--- config.mk ---
export PLATFORM = sky130hd
export DESIGN_NAME = vs_sync_ram_stream_reader
export DESIGN_NICKNAME = d
export VERILOG_FILES = /design/src/rtl/vs_ram_reader_pkg.sv /design/src/rtl/vs_small_sync_fifo.sv /design/src/rtl/vs_sync_ram_stream_reader.sv
export SDC_FILE = /design/constraint.sdc
export NUM_CORES = 1
export LEC_CHECK = 0
export CAP_MARGIN = 10
export CORE_UTILIZATION = 40
export CTS_BUF_LIST = sky130_fd_sc_hd__clkbuf_2 sky130_fd_sc_hd__clkbuf_4 sky130_fd_sc_hd__clkbuf_8
export DETAILED_ROUTE_END_ITERATION = 10
export GPL_TIMING_DRIVEN = 0
export HOLD_SLACK_MARGIN = 0.1
export PLACE_DENSITY = 0.59
export SLEW_MARGIN = 10
export SYNTH_ARGS = -nofsm -noshare
export SYNTH_HDL_FRONTEND = slang
export SYNTH_HIERARCHICAL = 1
export SYNTH_SLANG_ARGS = --single-unit
--- constraint.sdc ---
create_clock -name clock -period 3.1 [get_ports clock]
set_input_delay 0.62 -clock clock [delete_from_list [all_inputs] [get_ports clock]]
set_output_delay 0.62 -clock clock [all_outputs]
set_load 0.005 [all_outputs]
--- src/rtl/vs_ram_reader_pkg.sv ---
// Shared types and sizing for the synchronous-RAM stream reader.
package vs_ram_reader_pkg;

    typedef enum logic [1:0] {
        IDLE  = 2'd0,
        RUN   = 2'd1,
        DRAIN = 2'd2
    } state_t;

    localparam int READER_FIFO_DEPTH = 4;

endpackage

--- src/rtl/vs_small_sync_fifo.sv ---
// Small single-clock FIFO with synchronous reset and an occupancy output.
module vs_small_sync_fifo #(
    parameter int WIDTH = 9,
    parameter int DEPTH = 4,
    localparam int PTR_W = (DEPTH > 1) ? $clog2(DEPTH) : 1,
    localparam int OCC_W = $clog2(DEPTH + 1)
) (
    input  logic             clock,
    input  logic             reset,
    input  logic             push,
    input  logic [WIDTH-1:0] push_data,
    input  logic             pop,
    output logic [WIDTH-1:0] head_data,
    output logic [OCC_W-1:0] occ,
    output logic             empty
);

    logic [WIDTH-1:0] mem_q [DEPTH];
    logic [PTR_W-1:0] wr_ptr_q;
    logic [PTR_W-1:0] rd_ptr_q;
    logic [OCC_W-1:0] occ_q;
    logic             full;
    logic             do_push;
    logic             do_pop;

    function automatic logic [PTR_W-1:0] ptr_next(input logic [PTR_W-1:0] ptr);
        return (ptr == PTR_W'(DEPTH - 1)) ? '0 : ptr + PTR_W'(1);
    endfunction

    assign full      = (occ_q == OCC_W'(DEPTH));
    assign empty     = (occ_q == '0);
    assign do_push   = push && !full;
    assign do_pop    = pop && !empty;
    assign head_data = mem_q[rd_ptr_q];
    assign occ       = occ_q;

    always_ff @(posedge clock) begin
        if (reset) begin
            for (int i = 0; i < DEPTH; i++) begin
                mem_q[i] <= '0;
            end
            wr_ptr_q <= '0;
            rd_ptr_q <= '0;
            occ_q    <= '0;
        end else begin
            if (do_push) begin
                mem_q[wr_ptr_q] <= push_data;
                wr_ptr_q        <= ptr_next(wr_ptr_q);
            end
            if (do_pop) begin
                rd_ptr_q <= ptr_next(rd_ptr_q);
            end
            case ({do_push, do_pop})
                2'b10:   occ_q <= occ_q + OCC_W'(1);
                2'b01:   occ_q <= occ_q - OCC_W'(1);
                default: occ_q <= occ_q;
            endcase
        end
    end

endmodule

--- src/rtl/vs_sync_ram_stream_reader.sv ---
// Streams a block of consecutive RAM words onto a valid/ready interface,
// hiding the RAM's one-cycle read latency behind a small skid buffer.
//
// state | meaning
// IDLE  | waiting for start; zero-length start only pulses done
// RUN   | issuing reads while occupancy plus in-flight read is below depth
// DRAIN | all reads issued; waiting for in-flight word and buffer to empty
module vs_sync_ram_stream_reader
    import vs_ram_reader_pkg::*;
#(
    parameter int DATA_WIDTH = 8,
    parameter int ADDR_WIDTH = 16,
    parameter int LEN_WIDTH  = ADDR_WIDTH + 1
) (
    input  logic                  clock,
    input  logic                  reset,
    input  logic                  start,
    input  logic [ADDR_WIDTH-1:0] base_addr,
    input  logic [LEN_WIDTH-1:0]  length,
    output logic                  busy,
    output logic                  done,
    output logic [ADDR_WIDTH-1:0] ram_read_addr,
    input  logic [DATA_WIDTH-1:0] ram_read_data,
    output logic [DATA_WIDTH-1:0] out_data,
    output logic                  out_valid,
    input  logic                  out_ready,
    output logic                  out_last
);

    localparam int OCC_W = $clog2(READER_FIFO_DEPTH + 1);

    state_t                state_q;
    state_t                state_d;
    logic [ADDR_WIDTH-1:0] addr_q;
    logic [LEN_WIDTH-1:0]  rem_q;
    logic                  v1_q;
    logic                  last1_q;
    logic                  done_q;
    logic                  done_d;

    logic [OCC_W-1:0]      occ;
    logic [OCC_W:0]        load;
    logic                  fifo_empty;
    logic [DATA_WIDTH:0]   fifo_head;
    logic                  issue;
    logic                  issue_last;
    logic                  pop;
    logic                  launch;

    // Counting the in-flight read against the depth is what keeps the buffer from overflowing.
    assign load       = {1'b0, occ} + {{OCC_W{1'b0}}, v1_q};
    assign issue      = (state_q == RUN) && (load < (OCC_W + 1)'(READER_FIFO_DEPTH));
    assign issue_last = (rem_q == LEN_WIDTH'(1));
    assign pop        = out_valid && out_ready;
    assign launch     = (state_q == IDLE) && start && (length != '0);

    vs_small_sync_fifo #(
        .WIDTH (DATA_WIDTH + 1),
        .DEPTH (READER_FIFO_DEPTH)
    ) u_fifo (
        .clock     (clock),
        .reset     (reset),
        .push      (v1_q),
        .push_data ({last1_q, ram_read_data}),
        .pop       (pop),
        .head_data (fifo_head),
        .occ       (occ),
        .empty     (fifo_empty)
    );

    always_comb begin
        state_d = state_q;
        done_d  = 1'b0;
        case (state_q)
            IDLE: begin
                if (start) begin
                    if (length != '0) state_d = RUN;
                    else              done_d  = 1'b1;
                end
            end
            RUN: begin
                if (issue && issue_last) state_d = DRAIN;
            end
            DRAIN: begin
                // Leave on the final pop so busy drops the cycle after the last handshake.
                if (!v1_q && ((occ == '0) || ((occ == OCC_W'(1)) && pop))) begin
                    state_d = IDLE;
                    done_d  = 1'b1;
                end
            end
            default: state_d = IDLE;
        endcase
    end

    always_ff @(posedge clock) begin
        if (reset) begin
            state_q <= IDLE;
            addr_q  <= '0;
            rem_q   <= '0;
            v1_q    <= 1'b0;
            last1_q <= 1'b0;
            done_q  <= 1'b0;
        end else begin
            state_q <= state_d;
            done_q  <= done_d;
            v1_q    <= issue;
            last1_q <= issue && issue_last;
            if (launch) begin
                addr_q <= base_addr;
                rem_q  <= length;
            end else if (issue) begin
                addr_q <= addr_q + ADDR_WIDTH'(1);
                rem_q  <= rem_q - LEN_WIDTH'(1);
            end
        end
    end

    assign busy          = (state_q != IDLE);
    assign done          = done_q;
    assign ram_read_addr = addr_q;
    assign out_valid     = !fifo_empty;
    assign out_data      = fifo_empty ? '0 : fifo_head[DATA_WIDTH-1:0];
    assign out_last      = !fifo_empty && fifo_head[DATA_WIDTH];

endmodule

==> tab_implementation.tex <==
\begin{tabular}{lr}
\hline
Metric & Value \\
\hline
\multicolumn{2}{l}{\textbf{Routing}} \\
Sum of routed wire length over all layers & 10.9 mm \\
Routed via count divided by cell count & 5.48 \\
Count of antenna-violating nets left after detailed routing & 0 \\
Routed via count & 3546 \\
Drt drc & 0 \\
Drt pass-1 iters & 5 \\
Post-DR wirelength/cell & 16.9 um \\
DRT iter0 DRCs & 175 \\
\multicolumn{2}{l}{\textbf{Clocking}} \\
Number of setup buffers added after CTS & 0 \\
Number of H-tree branching levels & 3 \\
Worst skew pair latency & 0.35 ns \\
Maximum clock insertion buffer count & 2 \\
Clock-pin slew of the registers on the worst-case setup and hold paths & 0.09 ns \\
TritonCTS clock tree & yes \\
Clock Root Buffer & clkbuf\_8 \\
Cts bufs inserted & 9 \\
Number of sinks driven by the clock tree & 83 \\
\multicolumn{2}{l}{\textbf{Setup path}} \\
Critical register-to-register path startpoint & state\_q[0] \\
Timing startpoint of the critical path & length[10] \\
Critical Path End Type & register \\
Register-to-register path setup slack & 0.45 ns \\
Type of element launching the critical path & input port \\
Crit Path Max Fanout & 10 \\
Data arrival at the endpoint of the critical path & 3.07 ns \\
Required time at the endpoint of the critical path & 3.38 ns \\
Type of the worst setup path & in -> reg \\
\multicolumn{2}{l}{\textbf{STA}} \\
Portion of the clock cycle consumed by the worst path in the final layout & 90.2\% \\
Setup repair after global routing missed its margin & no \\
Final Setup Violations & 0 \\
Hold Vio Cnt, Final & 0 \\
Worst hold-check slack & 0.512 ns \\
Final number of max-transition violations & 0 \\
Remaining max-slew budget at the tightest pin & 36.8\% \\
Highest achievable clock rate & 358 MHz \\
Worst-margin pin slew & 0.939 ns \\
Fin Clk Skew & 0.0107 ns \\
Post-layout min period & 2.80 ns \\
\multicolumn{2}{l}{\textbf{Final layout}} \\
Ant diodes & 0 \\
Most common cell after layout, fill and taps aside & clkdlybuf4s50\_1 \\
Layout overhead on the synthesized area & 26.2\% \\
Share of post-route cells with drive strength above 1 & 10.8\% \\
Most frequent cells in the layout & 72 x clkdlybuf4s50\_1, 63 x nor2\_1, 47 x dfxtp\_1, 36 x edfxtp\_1, 24 x a21oi\_1 \\
Utilization after layout & 51.8\% \\
Final layout net count & 558 \\
Summed area of non-filler cells in the final layout & 0.00530 sq mm \\
Fill cells & 965 \\
\multicolumn{2}{l}{\textbf{Status}} \\
Status & completed \\
\multicolumn{2}{l}{\textbf{Synthesis}} \\
Average size of a mapped cell & 9.93 sq um \\
Netlist area before placement & 0.00420 sq mm \\
Most frequently used flop master after synthesis & dfxtp\_1 \\
Number of library cell types mapped by synthesis & 58 \\
Sequential cell area fraction in the yosys report & 48.1\% \\
Number of instances in the synthesized netlist & 423 \\
Count of flip-flops with a built-in enable after synthesis & 36 \\
Syn. warnings & 6 \\
Proportion of register bits with asynchronous set or reset after synthesis & 0\% \\
Seq cells post-synth & 83 \\
Syn Nets & 475 \\
\multicolumn{2}{l}{\textbf{Run}} \\
Count of max-cap constraint violations & 0 \\
\multicolumn{2}{l}{\textbf{Global routing}} \\
Overall track demand over capacity in global routing & 21.0\% \\
Wire length of the first global-routing pass & 17.9 mm \\
Number of antenna violations at the first check in global routing & 0 \\
GRT Residual Overflow & 0 \\
Vias in the first global route & 3478 \\
Pin count of the biggest net entering global routing & 17 \\
\multicolumn{2}{l}{\textbf{Power}} \\
Proportion of power drawn by flip-flops and latches & 49.9\% \\
Sw power & 0.735 mW \\
Worst IR drop on VDD & 0.253 mV \\
Net switching fraction of the power & 28.7\% \\
Clock power frac & 31.9\% \\
Total power divided by cell area & 483 mW/mm\^{}2 \\
Internal Pwr Total & 1.82 mW \\
Share of power burned in combinational logic & 18.3\% \\
Reported leakage power & 1.86 nW \\
\multicolumn{2}{l}{\textbf{Floorplan}} \\
Y dimension of the die & 104 um \\
Std-Cell Rows & 37 \\
Boundary Pins & 73 \\
Die ar. & 0.0109 sq mm \\
Core box area & 0.0102 sq mm \\
Width of the die & 104 um \\
Initial Utilization & 41.1\% \\
\multicolumn{2}{l}{\textbf{Hold path}} \\
Origin of the worst min-delay path & u\_fifo/rd\_ptr\_q[0] \\
Worst hold-check path type & reg -> reg \\
\multicolumn{2}{l}{\textbf{Placed design}} \\
Standard cell area after detailed placement & 0.00509 sq mm \\
RD Place Congestion & 0.843 \\
DPL Wire Length & 7.75 mm \\
Count of buffers from port buffering & 72 \\
\hline
\end{tabular}
-- power groups by stage --
stage	sequential [mW]	combinational [mW]	clock, mW
after global placement	1.30	0.459	0
after detailed placement	1.30	0.463	0
after global routing	1.29	0.514	0.886
after floorplan	1.28	0.267	0
final	1.28	0.467	0.815
after CTS	1.28	0.466	0.836
-- Yosys cell counts (3+ instances only) --
cell type  instances  area share, %
inv_1             13            1.2
nand4_1            6           0.89
nor4_1            12            1.8
a21oi_1           24            2.9
nand2b_1          14            2.1
nand3_1           15            1.8
mux4_2             9            4.8
nor3_1            11            1.3
edfxtp_1          36             26
xnor2_1            7            1.5
a31oi_1            9            1.3
ha_1               6            1.8
or3_2              3           0.54
o311ai_0           3           0.63
xor2_1            12            2.5
nor2_1            63            5.6
clkbuf_1          15            1.3
a211oi_1          11            2.0
dfxtp_1           47             22
nand2_1           22            2.0
buf_6              3           0.80
a22oi_1            5           0.89
and2_4             9            1.9
o21ai_0           10            1.2
nor2b_1           12            1.8
-- final cells by class --
class / instances / area (sq um) / share of cell area, %
clock buffer: 9 / 124 / 2.34
sequential: 83 / 2020 / 38.1
tap: 136 / 170 / 3.21
buffer: 20 / 98.8 / 1.86
clock inverter: 7 / 80.1 / 1.51
inverter: 13 / 48.8 / 0.921
timing repair buffer: 72 / 721 / 13.6
multi-input combinational: 307 / 2040 / 38.4
-- metrics by stage --
step	power, mW	TNS, ns	cells	worst slack (ns)
final	2.56	0	647	0.305
after global routing	2.69	0	647	0.126
after CTS	2.58	0	647	0.0958
after detailed placement	1.76	-2.22	631	-0.268
after global placement	1.76	-2.39	631	-0.290
after floorplan	1.55	0	423	0.674
-- worst max-delay path: stages --
cell             delay [ns]
clkdlybuf4s50_1        0.45
nor4_1                 0.31
nand3_1                0.25
o31ai_2                0.62
clkbuf_1               0.53
a22oi_1                0.13
a21oi_1                0.17
-- state kept, by name (all words and copies together) (netlist names), named ones only --
signal           count
u_fifo/wr_ptr_q      2
u_fifo/occ           3
v1_q                 1
u_fifo/rd_ptr_q      2
last1_q              1
state_q              2
done                 1
ram_read_addr       16
rem_q               17
u_fifo/mem_q        36
-- layer usage --
metal,up-vias,GRT usage (%),share of wire [%]
li1,1727,-,-
met5,-,0,0
met1,1714,29.6,47
met4,0,5.71,0.99
met2,94,32.4,46
met3,11,4.57,5.2
-- path summary, 6_finish.rpt --
path / endpoint / depth (start not counted)
worst max-delay path: rem_q[14] / 7
worst min-delay path: u_fifo/rd_ptr_q[0] / 2
worst max register to register: rem_q[8] / 5
worst min register to register: u_fifo/rd_ptr_q[0] / 2
-- repair_timing --
item                       CTS  global route
gates resized for setup      0             1
setup endpoints to repair    0            10
hold buffers                 0             0
-- cell families (layout without fill, tap and decap cells) --
kind of cell	Yosys count	after routing	share of synthesized area, %
AOI/OAI and AO/OA	77	77	11.8
muxes	11	11	5.30
buffers and inverters	33	121	3.51
adders and majority gates	7	7	2.26
xor gates and xnor gates	19	19	3.96
and+or+nand+nor	193	193	25.0
DFF	83	83	48.1
Note: power is estimated with default switching activity, not from simulation.
